`config.mk`:
```
export PLATFORM = sky130hd
export DESIGN_NAME = nor3_truth_table_sequencer
export DESIGN_NICKNAME = d
export VERILOG_FILES = /design/src/rtl/nor3_truth_table_sequencer.sv
export SDC_FILE = /design/constraint.sdc
export NUM_CORES = 1
export LEC_CHECK = 0
export BUFFER_PORTS_ARGS = -buffer_cell sky130_fd_sc_hd__buf_4
export CORE_AREA = 5 5 74 63
export DETAILED_ROUTE_END_ITERATION = 7
export DIE_AREA = 0 0 79 68
export GPL_ROUTABILITY_DRIVEN = 0
export PLACE_DENSITY_LB_ADDON = 0.08
export SLEW_MARGIN = 20
export SYNTH_ARGS = -nofsm -noshare
export SYNTH_HDL_FRONTEND = slang
export SYNTH_SLANG_ARGS = --single-unit
```
`constraint.sdc`:
```
create_clock -name clk -period 1.8 [get_ports clk]
set_input_delay 0.36 -clock clk [delete_from_list [all_inputs] [get_ports clk]]
set_output_delay 0.36 -clock clk [all_outputs]
set_load 0.005 [all_outputs]
```
`src/rtl/nor3_truth_table_sequencer.sv`:
```
`timescale 1ns/1ps
// nor3_truth_table_sequencer
// Self-test controller for a three-input NOR gate. On start it walks
// {A,B,C} through vectors 0..7, lets D settle for SETTLE_CYCLES cycles
// after each new vector, samples D once, and records the captured value
// and a mismatch bit per vector. A pass flag summarises the whole sweep.
module nor3_truth_table_sequencer #(
    parameter int SETTLE_CYCLES = 2   // legal range 1..255
) (
    input  logic       clk,
    input  logic       rst,
    input  logic       start,
    input  logic       D,
    output logic       A,
    output logic       B,
    output logic       C,
    output logic       busy,
    output logic       done,
    output logic       pass,
    output logic [7:0] captured,
    output logic [7:0] fail_map
);

    typedef enum logic [1:0] {
        S_IDLE,
        S_DRIVE,
        S_SAMPLE,
        S_DONE
    } state_t;

    // Counter value on the last settle cycle; the sample follows it.
    localparam logic [7:0] SETTLE_LAST = 8'(SETTLE_CYCLES - 1);

    state_t     state;
    state_t     state_nxt;
    logic [2:0] vec;
    logic [7:0] settle_cnt;
    logic       settle_done;
    logic       last_vec;

    assign settle_done = (settle_cnt == SETTLE_LAST);
    assign last_vec    = (vec == 3'd7);

    // The vector register drives the gate inputs directly, so A/B/C are
    // glitch-free registered outputs with no path from any input.
    assign {A, B, C} = vec;

    // State register with synchronous reset; reset aborts any sweep.
    always_ff @(posedge clk) begin
        // NOTE: sequential state uses non-blocking assignments so every
        // register sees pre-edge values of its neighbours.
        if (rst) begin
            state <= S_IDLE;
        end else begin
            state <= state_nxt;
        end
    end

    // Next-state logic: start is only honoured in IDLE.
    always_comb begin
        // NOTE: default first so no path through the case leaves
        // state_nxt unassigned, which would infer a latch.
        state_nxt = state;
        case (state)
            S_IDLE:   if (start)       state_nxt = S_DRIVE;
            S_DRIVE:  if (settle_done) state_nxt = S_SAMPLE;
            S_SAMPLE: state_nxt = last_vec ? S_DONE : S_DRIVE;
            S_DONE:   state_nxt = S_IDLE;
            default:  state_nxt = S_IDLE;
        endcase
    end

    // Status outputs decoded from the registered state.
    always_comb begin
        busy = 1'b0;
        done = 1'b0;
        case (state)
            S_DRIVE:  busy = 1'b1;
            S_SAMPLE: busy = 1'b1;
            S_DONE:   done = 1'b1;
            default:  ;
        endcase
    end

    // Datapath: vector stepping, settle counting, result capture and pass.
    always_ff @(posedge clk) begin
        if (rst) begin
            vec        <= 3'b000;
            settle_cnt <= 8'd0;
            captured   <= 8'h00;
            fail_map   <= 8'h00;
            pass       <= 1'b0;
        end else begin
            case (state)
                S_IDLE: begin
                    // Results from the previous sweep stay visible until
                    // a new sweep is actually accepted.
                    if (start) begin
                        vec        <= 3'b000;
                        settle_cnt <= 8'd0;
                        captured   <= 8'h00;
                        fail_map   <= 8'h00;
                        pass       <= 1'b0;
                    end
                end
                S_DRIVE: begin
                    settle_cnt <= settle_cnt + 8'd1;
                end
                S_SAMPLE: begin
                    // NOR is 1 only for vector 0, so a mismatch is D
                    // differing from (vec == 0).
                    captured[vec] <= D;
                    fail_map[vec] <= D ^ (vec == 3'b000);
                    if (!last_vec) begin
                        vec        <= vec + 3'd1;
                        settle_cnt <= 8'd0;
                    end
                end
                S_DONE: begin
                    // fail_map already holds vector 7's result here.
                    pass <= ~|fail_map;
                    vec  <= 3'b000;
                end
                default: ;
            endcase
        end
    end

endmodule

```
==> summary.txt <==
Final layout
  – ANT cells: 0
  – Leading cell type in the layout, fill and taps excluded: buf_4
  – Final #Nets: 243
  – P&R area growth vs syn: 37.2%
  – Fin util: 54.3%
  – Non-Filler Cell Area, Final: 2130 µm²
  – Layout cells sized above 1: 35.7%
  – Commonest non-fill, non-tap cells in the layout: 49 x buf_4, 25 x dfxtp_1, 16 x nand2_1, 16 x a21oi_1, 16 x nand3_1

Floorplan
  – DIE WIDTH: 79 µm
  – Row count: 21
  – DIE AREA: 5370 µm²
  – Die Y: 68 µm
  – I/O pin count: 26
  – Starting Density: 39.6%
  – Core footprint: 3920 µm²

GRT
  – Total grt overflow: 0
  – Antenna violations before repair: 0
  – Number of global-route vias before repair: 1416
  – Pin count of the biggest net entering global routing: 24
  – Total global-route track usage: 16.0%
  – Wire length of the first global-routing pass: 6550 µm

Clock tree
  – H-tree lvl count: 2
  – Clock Tree Root: clkbuf_8
  – CTS Sinks: 30
  – Clock slew seen by the registers of the worst setup and hold paths: 0.06 ns
  – Inserted Clock Buffers: 5
  – Worst-Skew Late Latency: 0.28 ns
  – Clock Tree Buf Depth: 2
  – Post-CTS Hold Fix Bufs: 0
  – CTS tree: done

Yosys
  – Cells after Synth: 182
  – Flop and latch count out of synthesis: 30
  – Avg Inst Size Synth: 8.51 µm²
  – Top FF cell, synth: dfxtp_1
  – Share of flip-flops with an asynchronous set or reset: 0%
  – Synthesis Warnings: 0
  – Register area share after synthesis: 38.8%
  – Post-synth cell types: 41
  – Mapped Area: 1550 µm²
  – Post-synthesis net count: 195
  – Post-synth EDFFs: 0

Critical path
  – Crit end category: flop
  – Data required, critical path: 1.99 ns
  – Critical path cell sequence: inv_2, ha_4, or4b_4, o41ai_4, nand3_1, a221oi_2
  – WP data arrival: 1.96 ns
  – Crit path max-delay family: simple AND/OR/NAND/NOR gates
  – Critical path buffer and inverter count: 1
  – CP Class: reg2reg
  – CP Launch Type: flop
  – Critical path's slowest cell: or4b_4
  – CP max FO: 4
  – R2R Setup Slk: 0.03 ns
  – Critical path's largest stage delay: 0.46 ns

Placed design
  – DP Worst Slack: -0.0191 ns
  – Placement Cell Area: 1940 µm²
  – Input/output buffers: 25
  – HPWL Detailed: 3050 µm

Drt
  – DR pass1 iterations: 4
  – First DRT Iteration DRCs: 120
  – Post-Route WL: 4140 µm
  – Wire per inst: 15.0 µm
  – Average vias per placed instance: 5.42
  – Total number of vias: 1496
  – Drt drc: 0
  – Routed Antenna Nets: 0

Timing
  – Worst-Margin Slew: 0.425 ns
  – Setup ws final: 0.0296 ns
  – Worst hold slack: 0.386 ns
  – Clk_skew: 0.00728 ns
  – Min Tclk post-route: 1.77 ns
  – Worst slew margin: 71.4%
  – Hold Vio Cnt, Final: 0
  – Tcrit/Tclk final: 98.4%
  – Final slew viol count: 0
  – Final setup vio count: 0
  – Max Fclk: 565 MHz
  – RSZ-0062 raised after global routing: true

Outcome
  – Status: complete, no violations

Power
  – LEAKAGE: 0.826 nW
  – Worst VDD drop: 0.361 mV
  – Total power per unit cell area: 930 nW/µm²

Min path
  – HP Class: in2reg

Run
  – Maxcap violations: 0
==> worst min-delay path: stages <==
cell,delay [ns]
buf_4,0.14
nand2_1,0.05
a31oi_1,0.06
==> sequential cells by signal, summed over array words and instances (netlist names) <==
signal,flops
captured,8
state,2
fail_map,8
pass,1
settle_cnt,8
vec,3
==> through the flow <==
step                      setup TNS [ns]  instances  power, mW
final                                  0        276       1.98
after global routing              -0.146        276       2.09
after CTS                      -0.000185        274       1.90
after detailed placement         -0.0191        266       1.37
after global placement                 0        266       1.36
after floorplan                        0        182       1.11
==> layout make-up <==
class | instances | area, µm²
fill | 358 | 1790
multi-input combinational | 137 | 991
sequential | 30 | 607
timing repair buffer | 49 | 368
clock buffer | 7 | 76.3
tap | 46 | 57.6
inverter | 7 | 26.3
==> cell families (layout without fill, tap and decap cells) <==
group,after synthesis,after routing,synth area share [%]
AND/OR/NAND/NOR,84,84,30.1
AO/OA/AOI/OAI,33,33,13.6
flip-flops,30,30,38.8
buffers and inverters,15,63,3.72
adder cells (fa/ha/maj),9,9,7.27
XOR/XNOR,8,8,4.52
multiplexers,3,3,2.02
==> cells in the mapped netlist, types with 2 or more instances <==
library cell	count	area [µm²]
dfxtp_1	30	601
a21oi_1	18	90.1
nand2_1	16	60.1
nand3_1	16	80.1
nor2_1	11	41.3
ha_1	9	113
clkbuf_1	7	26.3
inv_1	7	26.3
xnor2_1	7	61.3
nor3_1	6	30.0
nor4_1	6	37.5
o21ai_0	6	30.0
nand4_1	4	25.0
or3_1	4	25.0
or4_1	3	22.5
a32oi_1	2	17.5
and2_1	2	12.5
mux2i_1	2	20.0
nand4b_1	2	17.5
nor2b_1	2	12.5
nor3b_1	2	15.0
==> repair_timing <==
item                                    CTS  global route
resized for setup                         4            19
endpoints found under the setup margin    3            13
pin swaps                                 0             2
buffers inserted                          1             2
==> where the power goes <==
group / total [mW] / switching (mW) / internal (mW)
registers: 0.722 / 0.0214 / 0.700
logic: 0.752 / 0.390 / 0.362
clock network: 0.504 / 0.238 / 0.265
total: 1.98 / 0.650 / 1.33
==> routing by layer <==
| metal | wire length (µm) | track usage (%) | vias to the layer above |
|---|---|---|---|
| met3 | 312 | 4.21 | 5 |
| met4 | 53 | 8.37 | 0 |
| met2 | 1680 | 22.9 | 52 |
| met1 | 2090 | 22.0 | 689 |
| li1 | - | - | 750 |
| met5 | 0 | 0 | - |
==> worst paths after layout <==
check	end	from	cells after the start
max	state[1]	settle_cnt[1]	6
max reg2reg	state[1]	settle_cnt[1]	6
min	captured[4]	start	3
min reg2reg	pass	pass	2
No activity file was read; power rests on OpenSTA's default activity.
